### config.mk
export PLATFORM = sky130hd
export DESIGN_NAME = wb_stage
export DESIGN_NICKNAME = d
export VERILOG_FILES = /design/src/rtl/wb_stage.sv
export SDC_FILE = /design/constraint.sdc
export NUM_CORES = 1
export LEC_CHECK = 0
export BUFFER_PORTS_ARGS = -buffer_cell sky130_fd_sc_hd__buf_2
export CAP_MARGIN = 20
export CORE_MARGIN = 2
export CORE_UTILIZATION = 51
export CTS_CLUSTER_SIZE = 28
export DETAILED_ROUTE_END_ITERATION = 8
export GPL_TIMING_DRIVEN = 0
export PLACE_DENSITY = 0.93
export SYNTH_ARGS = -nofsm -noshare
export SYNTH_HDL_FRONTEND = slang
export SYNTH_SLANG_ARGS = --single-unit
### constraint.sdc
create_clock -name clk -period 3.3 [get_ports clk]
set_clock_uncertainty 0.2 [all_clocks]
set_input_delay 0.495 -clock clk [delete_from_list [all_inputs] [get_ports clk]]
set_output_delay 0.495 -clock clk [all_outputs]
set_load 0.05 [all_outputs]
### src/rtl/wb_stage.sv
// Write-back stage: picks ALU / load / PC+4 / immediate, waits for variable-latency
// load data, extends and aligns it, and issues a one-cycle register-file write strobe.
module wb_stage #(
  parameter int XLEN    = 32,
  parameter int TIMEOUT = 16
) (
  input  logic            clk,
  input  logic            reset,
  input  logic            in_valid,
  output logic            in_ready,
  input  logic [1:0]      in_result_src,
  input  logic [XLEN-1:0] in_alu_result,
  input  logic [XLEN-1:0] in_pc_plus4,
  input  logic [XLEN-1:0] in_imm_ext,
  input  logic [2:0]      in_funct3,
  input  logic [4:0]      in_rd,
  input  logic            in_reg_write,
  input  logic            mem_rvalid,
  input  logic [XLEN-1:0] mem_rdata,
  output logic            wb_valid,
  output logic            wb_we,
  output logic [4:0]      wb_rd,
  output logic [XLEN-1:0] wb_result,
  output logic            wb_err
);

  localparam int OFFW = $clog2(XLEN / 8);
  localparam int CW   = $clog2(TIMEOUT) + 1;

  typedef enum logic {
    S_IDLE,
    S_WAIT
  } state_t;

  state_t          state, state_nxt;
  logic [CW-1:0]   cnt, cnt_nxt;

  logic [OFFW-1:0] ld_off;
  logic [2:0]      ld_f3;
  logic [4:0]      ld_rd;
  logic            ld_rw;

  logic            accept;
  logic [OFFW-1:0] in_off;
  logic            bad_load;
  logic [XLEN-1:0] shifted;
  logic [XLEN-1:0] ext;

  logic            valid_nxt, we_nxt, err_nxt;
  logic [4:0]      rd_nxt;
  logic [XLEN-1:0] result_nxt;

  function automatic logic illegal_f3(input logic [2:0] f3);
    case (f3)
      3'b000, 3'b001, 3'b010, 3'b100, 3'b101: return 1'b0;
      3'b011, 3'b110:                         return (XLEN != 64);
      default:                                return 1'b1;
    endcase
  endfunction

  function automatic logic misaligned(input logic [2:0] f3, input logic [OFFW-1:0] off);
    case (f3)
      3'b001, 3'b101: return off[0];
      3'b010, 3'b110: return (off[1:0] != 2'b00);
      3'b011:         return (off != '0);
      default:        return 1'b0;
    endcase
  endfunction

  assign in_ready = (state == S_IDLE);
  assign accept   = in_valid && in_ready;
  assign in_off   = in_alu_result[OFFW-1:0];
  assign bad_load = illegal_f3(in_funct3) || misaligned(in_funct3, in_off);

  // Memory returns the whole aligned word; bring the addressed field down to bit 0.
  assign shifted  = mem_rdata >> {ld_off, 3'b000};

  always_comb begin
    ext = shifted;
    case (ld_f3)
      3'b000:  ext = XLEN'($signed(shifted[7:0]));
      3'b001:  ext = XLEN'($signed(shifted[15:0]));
      3'b010:  ext = XLEN'($signed(shifted[31:0]));
      3'b100:  ext = XLEN'(shifted[7:0]);
      3'b101:  ext = XLEN'(shifted[15:0]);
      3'b110:  ext = XLEN'(shifted[31:0]);
      default: ext = shifted;
    endcase
  end

  always_comb begin
    state_nxt  = state;
    cnt_nxt    = cnt;
    valid_nxt  = 1'b0;
    we_nxt     = 1'b0;
    err_nxt    = 1'b0;
    rd_nxt     = wb_rd;
    result_nxt = wb_result;
    case (state)
      S_IDLE: begin
        if (accept) begin
          rd_nxt = in_rd;
          if (in_result_src != 2'b01) begin
            valid_nxt = 1'b1;
            we_nxt    = in_reg_write && (in_rd != 5'd0);
            case (in_result_src)
              2'b00:   result_nxt = in_alu_result;
              2'b10:   result_nxt = in_pc_plus4;
              default: result_nxt = in_imm_ext;
            endcase
          end else if (bad_load) begin
            valid_nxt  = 1'b1;
            err_nxt    = 1'b1;
            result_nxt = '0;
          end else begin
            state_nxt = S_WAIT;
            cnt_nxt   = '0;
          end
        end
      end
      S_WAIT: begin
        // A response in the timeout cycle still completes the load normally.
        if (mem_rvalid) begin
          valid_nxt  = 1'b1;
          we_nxt     = ld_rw && (ld_rd != 5'd0);
          rd_nxt     = ld_rd;
          result_nxt = ext;
          state_nxt  = S_IDLE;
        end else if (cnt == CW'(TIMEOUT - 1)) begin
          valid_nxt  = 1'b1;
          err_nxt    = 1'b1;
          rd_nxt     = ld_rd;
          result_nxt = '0;
          state_nxt  = S_IDLE;
        end else begin
          cnt_nxt = cnt + CW'(1);
        end
      end
      default: state_nxt = S_IDLE;
    endcase
  end

  always_ff @(posedge clk) begin
    if (reset) begin
      state <= S_IDLE;
      cnt   <= '0;
    end else begin
      state <= state_nxt;
      cnt   <= cnt_nxt;
    end
  end

  always_ff @(posedge clk) begin
    if (reset) begin
      ld_off <= '0;
      ld_f3  <= '0;
      ld_rd  <= '0;
      ld_rw  <= 1'b0;
    end else if (accept) begin
      ld_off <= in_off;
      ld_f3  <= in_funct3;
      ld_rd  <= in_rd;
      ld_rw  <= in_reg_write;
    end
  end

  always_ff @(posedge clk) begin
    if (reset) begin
      wb_valid  <= 1'b0;
      wb_we     <= 1'b0;
      wb_err    <= 1'b0;
      wb_rd     <= '0;
      wb_result <= '0;
    end else begin
      wb_valid  <= valid_nxt;
      wb_we     <= we_nxt;
      wb_err    <= err_nxt;
      wb_rd     <= rd_nxt;
      wb_result <= result_nxt;
    end
  end

endmodule
Word level (Yosys, flattened, before mapping)
Cells that the tools add are included.
- word-level logic and storage cells: 89
- input bits: 143
- bits in registers: 57
- add/sub/neg operators: 1
- equality and inequality tests: 19
- mux-type cells: 40
- reduce and logical (&&, ||, !) cells: 16
- shifts and indexed selects: 1
- bitwise operators: 1
- operators by type and width (kind ; number):
    $mux W32 ; 5
    $pmux W32 S2 ; 2
    $pmux W32 S4 ; 1
    $mux W5 ; 8
    $shr A32 B5 Y32 ; 1
    $pmux W5 S2 ; 2
    $mux W1 ; 17
    $eq A3 B3 Y1 const B ; 5
    $pmux W1 S2 ; 5
    $reduce_bool A5 Y1 ; 2
    $ne A2 B2 Y1 const B ; 4
    $eq A3 B1 Y1 const B ; 2
    $eq A3 B2 Y1 const B ; 2
    $logic_not A3 Y1 ; 2
    $add A5 B1 Y5 const B ; 1
    $eq A5 B4 Y1 const B ; 1
    $reduce_and A5 Y1 ; 1
    $reduce_or A5 Y1 ; 1
    $ne A2 B1 Y1 const B ; 2
    $logic_and A1 B1 Y1 ; 3
    $ne A3 B1 Y1 const B ; 1
    $ne A3 B2 Y1 const B ; 1
    $reduce_and A3 Y1 ; 1
    $reduce_or A3 Y1 ; 1
    7 further kinds ; 7

Longest topological paths before layout
- depth in word-level cells: 8
- depth in mapped cells: 9
- mapped depth without buffers: 7

Worst setup path before layout
Ideal clock, no wire load.
- path kind: reg-to-reg
- start point: register cnt[0]
- end point: register wb_result[24]
- buffers on the path: 2
- clock period less this slack: 2273 ps
- stages on the path, launching flop included: 10
- arrival time: 1984 ps
- data required time: 3012 ps
- slack: 1027 ps
- setup time: 88 ps
- cells stage by stage: dfxtp_1 > ha_1 > and3_1 > ha_1 > o21ai_2 > nand2_1 > and2_4 > buf_6 > buf_6 > a311oi_2
- longest elaborated chain between the ends: 3
- ends and longest elaborated chain (item ; line ; RTL):
    start: declaration ; 36 ; logic [CW-1:0] cnt, cnt_nxt;
    start signal: assignment ; 149 ; cnt <= cnt_nxt;
    $eq A5 B4 Y1 ; 129 ; end else if (cnt == CW'(TIMEOUT - 1)) begin
    $ne A3 B2 Y1 (no source line) ; - ;
    $reduce_and A3 Y1 (no source line) ; - ;
    end signal: assignment ; 179 ; wb_result <= result_nxt;
    end: declaration ; 23 ; output logic [XLEN-1:0] wb_result,
No other way between the ends.
A chain may end at the register's enable or synchronous reset.

Worst setup path in the final report
- start point: register cnt[0]
- end point: register wb_result[18]
Same word-level chain as after synthesis.

==> metrics.csv <==
metric;value;unit
synthMuxAreaShare;0.1470;
hp-class;input pin to register;
drtIter0Drc;259;
grtUsageTotal;0.3193;
syn-num-nets;589;
synth_adder_area_share;0.006406;
path_max_fanout;10;
initial_core_util;0.5329;
async_flop_share;0;
power.density;404.6;nW/um2
antenna_found_initial;0;
crit_family;simple AND/OR/NAND/NOR gates;
clk_pin_slew;0.06;ns
vias_per_cell;6.100;
hold_depth;3;
wl;13.92;mm
maxCapViolations;0;
slew_viol_final;0;
clock_sinks;57;
setup_violations;0;
critPathKind;register to register;
portBuffers;180;
synth_edf_count;0;
dr_total_vias;4502;
gr-total-overflow;0;
start_kind;register;
peakVddDrop;0.3466;mV
grt_start_max_net_pins;11;
layout_commonest_cell;buf_2;
final_area;5126;um2
finalCritPeriodShare;0.8095;
cts_tree;built;
cts_setup_buffers;0;
drt-pass1-iter-count;5;
rrSetupSlack;0.63;ns
critPathRequiredTime;3.35;ns
end_kind;register;
synth_compound_gate_area_share;0.3267;
post_cts_resized;0;
fin_setup_tns;0;ns
route.detailed.drc;0;
clock_path_buffers;2;
dpl-instance-area;4931;um2
gp_congestion;0.9258;
die_x;91.52;um
synth_top_family_by_area;compound AO/OA/AOI/OAI gates;
worst_slew_pin_slew;0.7685;ns
dieArea;8375;um2
hold_buffers;0;
num_antenna_cells;0;
first_global_vias;4390;
h-tree-depth;3;
place.detailed.hpwl;10.97;mm
ioPinCount;184;
core_area;7331;um2
rows;31;
syn_area_per_cell;8.798;um2
drive_above_1_share;0.3959;
antenna_left;0;
netlist_area;3906;um2
ys_seq_elements;57;
syn_inst;444;
path_cells;ha_1, and3_1, ha_1, o21ai_2, nand2_1, and2_4, buf_6, buf_6, a311oi_2;
post_drt_wl_per_cell;18.86;um
synth_xor_area_frac;0.004484;
synth-seq-area-share;0.2921;
relSlewSlack;0.4876;
layout_common_cells;191 x buf_2, 57 x dfxtp_1, 47 x a21oi_1;
rsz0062_at_grt;no;
syn_to_final_growth;31.23;%
cpPeakStageDelay;0.34;ns
p_leak;2.269;nW
synthFlopType;dfxtp_1;
synth_warnings;0;
finalCriticalPeriod;2.671;ns
r2r_cells;9;
dieHeight;91.52;um
cts_root_buf;clkbuf_8;
slowest_stage;nand2_1;
finalHoldViolations;0;
arrival;2.72;ns
cts_buffers;9;
synthDistinctLibCells;51;
yosys.area_share.simple;0.1553;
status;finished, final reports clean;
grt_pass1_wl;21.13;mm
crit_buf_inv;2;
worstSkewPairLatency;0.34;ns
worst-path-stages;9;
fin_nets;780;
fmax;374.3;MHz
-- worst paths after layout --
path	start	to
worst max-delay path	cnt[0]	wb_result[18]
worst min-delay path	in_rd[3]	ld_rd[3]
worst max register to register	cnt[0]	wb_result[18]
worst min register to register	wb_result[11]	wb_result[11]
-- power breakdown --
group	switching, mW	total [mW]	internal [mW]	leakage, nW
Clock	0.273	0.656	0.383	0.102
Sequential	0.0283	0.766	0.738	0.470
Combinational	0.415	0.652	0.237	1.70
-- per-layer routing --
metal / up-vias / global-route usage / wire length [um]
met2: 276 / 0.5539 / 6898
li1: 2086 / - / -
met4: 0 / 0.1768 / 577
met5: - / 0 / 0
met1: 2086 / 0.3566 / 5060
met3: 54 / 0.07635 / 1381
-- cell families (layout without fill, tap and decap cells) --
kind of cell | after synthesis | count (layout)
buffers and inverters | 55 | 250
AND/OR/NAND/NOR | 115 | 115
multiplexers | 55 | 55
XOR/XNOR | 2 | 2
AO/OA/AOI/OAI | 158 | 158
flip-flops | 57 | 57
adder cells (fa/ha/maj) | 2 | 2
-- final cells by class --
type                    instances  area [um2]
clock inverters                 3       40.04
fillers                       603        2205
multi-input cells             332        2500
plain buffers                  45       227.7
inverters                      10       37.54
repair buffers                180       900.9
well taps                      99       123.9
flip-flops and latches         57        1141
clock buffers                  12       155.1
-- stage by stage --
stage | util | setup WS, ns | hold WS [ns] | instances | power [mW]
2_1_floorplan | - | 1.027 | 0.2368 | 444 | 1.206
3_3_place_gp | 0.6726 | 0.7220 | 0.2479 | 723 | 1.401
3_5_place_dp | 0.6726 | 0.6938 | 0.2599 | 723 | 1.420
4_1_cts | 0.6993 | 0.6662 | 0.1934 | 738 | 2.067
5_1_grt | 0.6993 | 0.5030 | 0.2038 | 738 | 2.141
6_report | 0.6993 | 0.6285 | 0.2068 | 738 | 2.074
-- state kept, by name, summed over array words and instances (netlist names) --
register,cells
ld_rd,5
state,1
ld_f3,3
ld_off,2
wb_err,1
cnt,5
wb_result,32
ld_rw,1
wb_valid,1
wb_we,1
wb_rd,5
-- synthesized netlist by cell type, drive strengths merged, types with 2 or more instances --
cell,count,area [um2]
a21o,8,60.06
a221oi,16,140.1
a32oi,8,70.07
nand2,34,127.6
nor2,23,88.84
o21ai,2,13.76
xor2,2,17.52
a21oi,48,244.0
and2,5,33.78
buf,24,148.9
nand3b,9,67.56
nand3,10,50.05
o32ai,6,52.55
and3,9,56.30
inv,10,37.54
nor3,4,20.02
nand4,2,12.51
ha,2,25.02
o2bb2ai,9,78.83
nor3b,2,15.01
o211ai,11,96.34
nor2b,9,56.30
a211oi,14,145.1
a22oi,2,15.01
mux2,9,101.4
clkbuf,21,78.83
o31ai,7,52.55
a311oi,17,224.0
dfxtp,57,1141
a211o,8,70.07
mux2i,45,450.4
nand2b,2,12.51
-- tightest hold or removal path: cells and delay by family --
family                 cells  cell delay [ns]
buffers and inverters      1             0.11
AOI/OAI and AO/OA          1             0.05
and+or+nand+nor            1             0.05
Power figures use the tool's default switching activity.
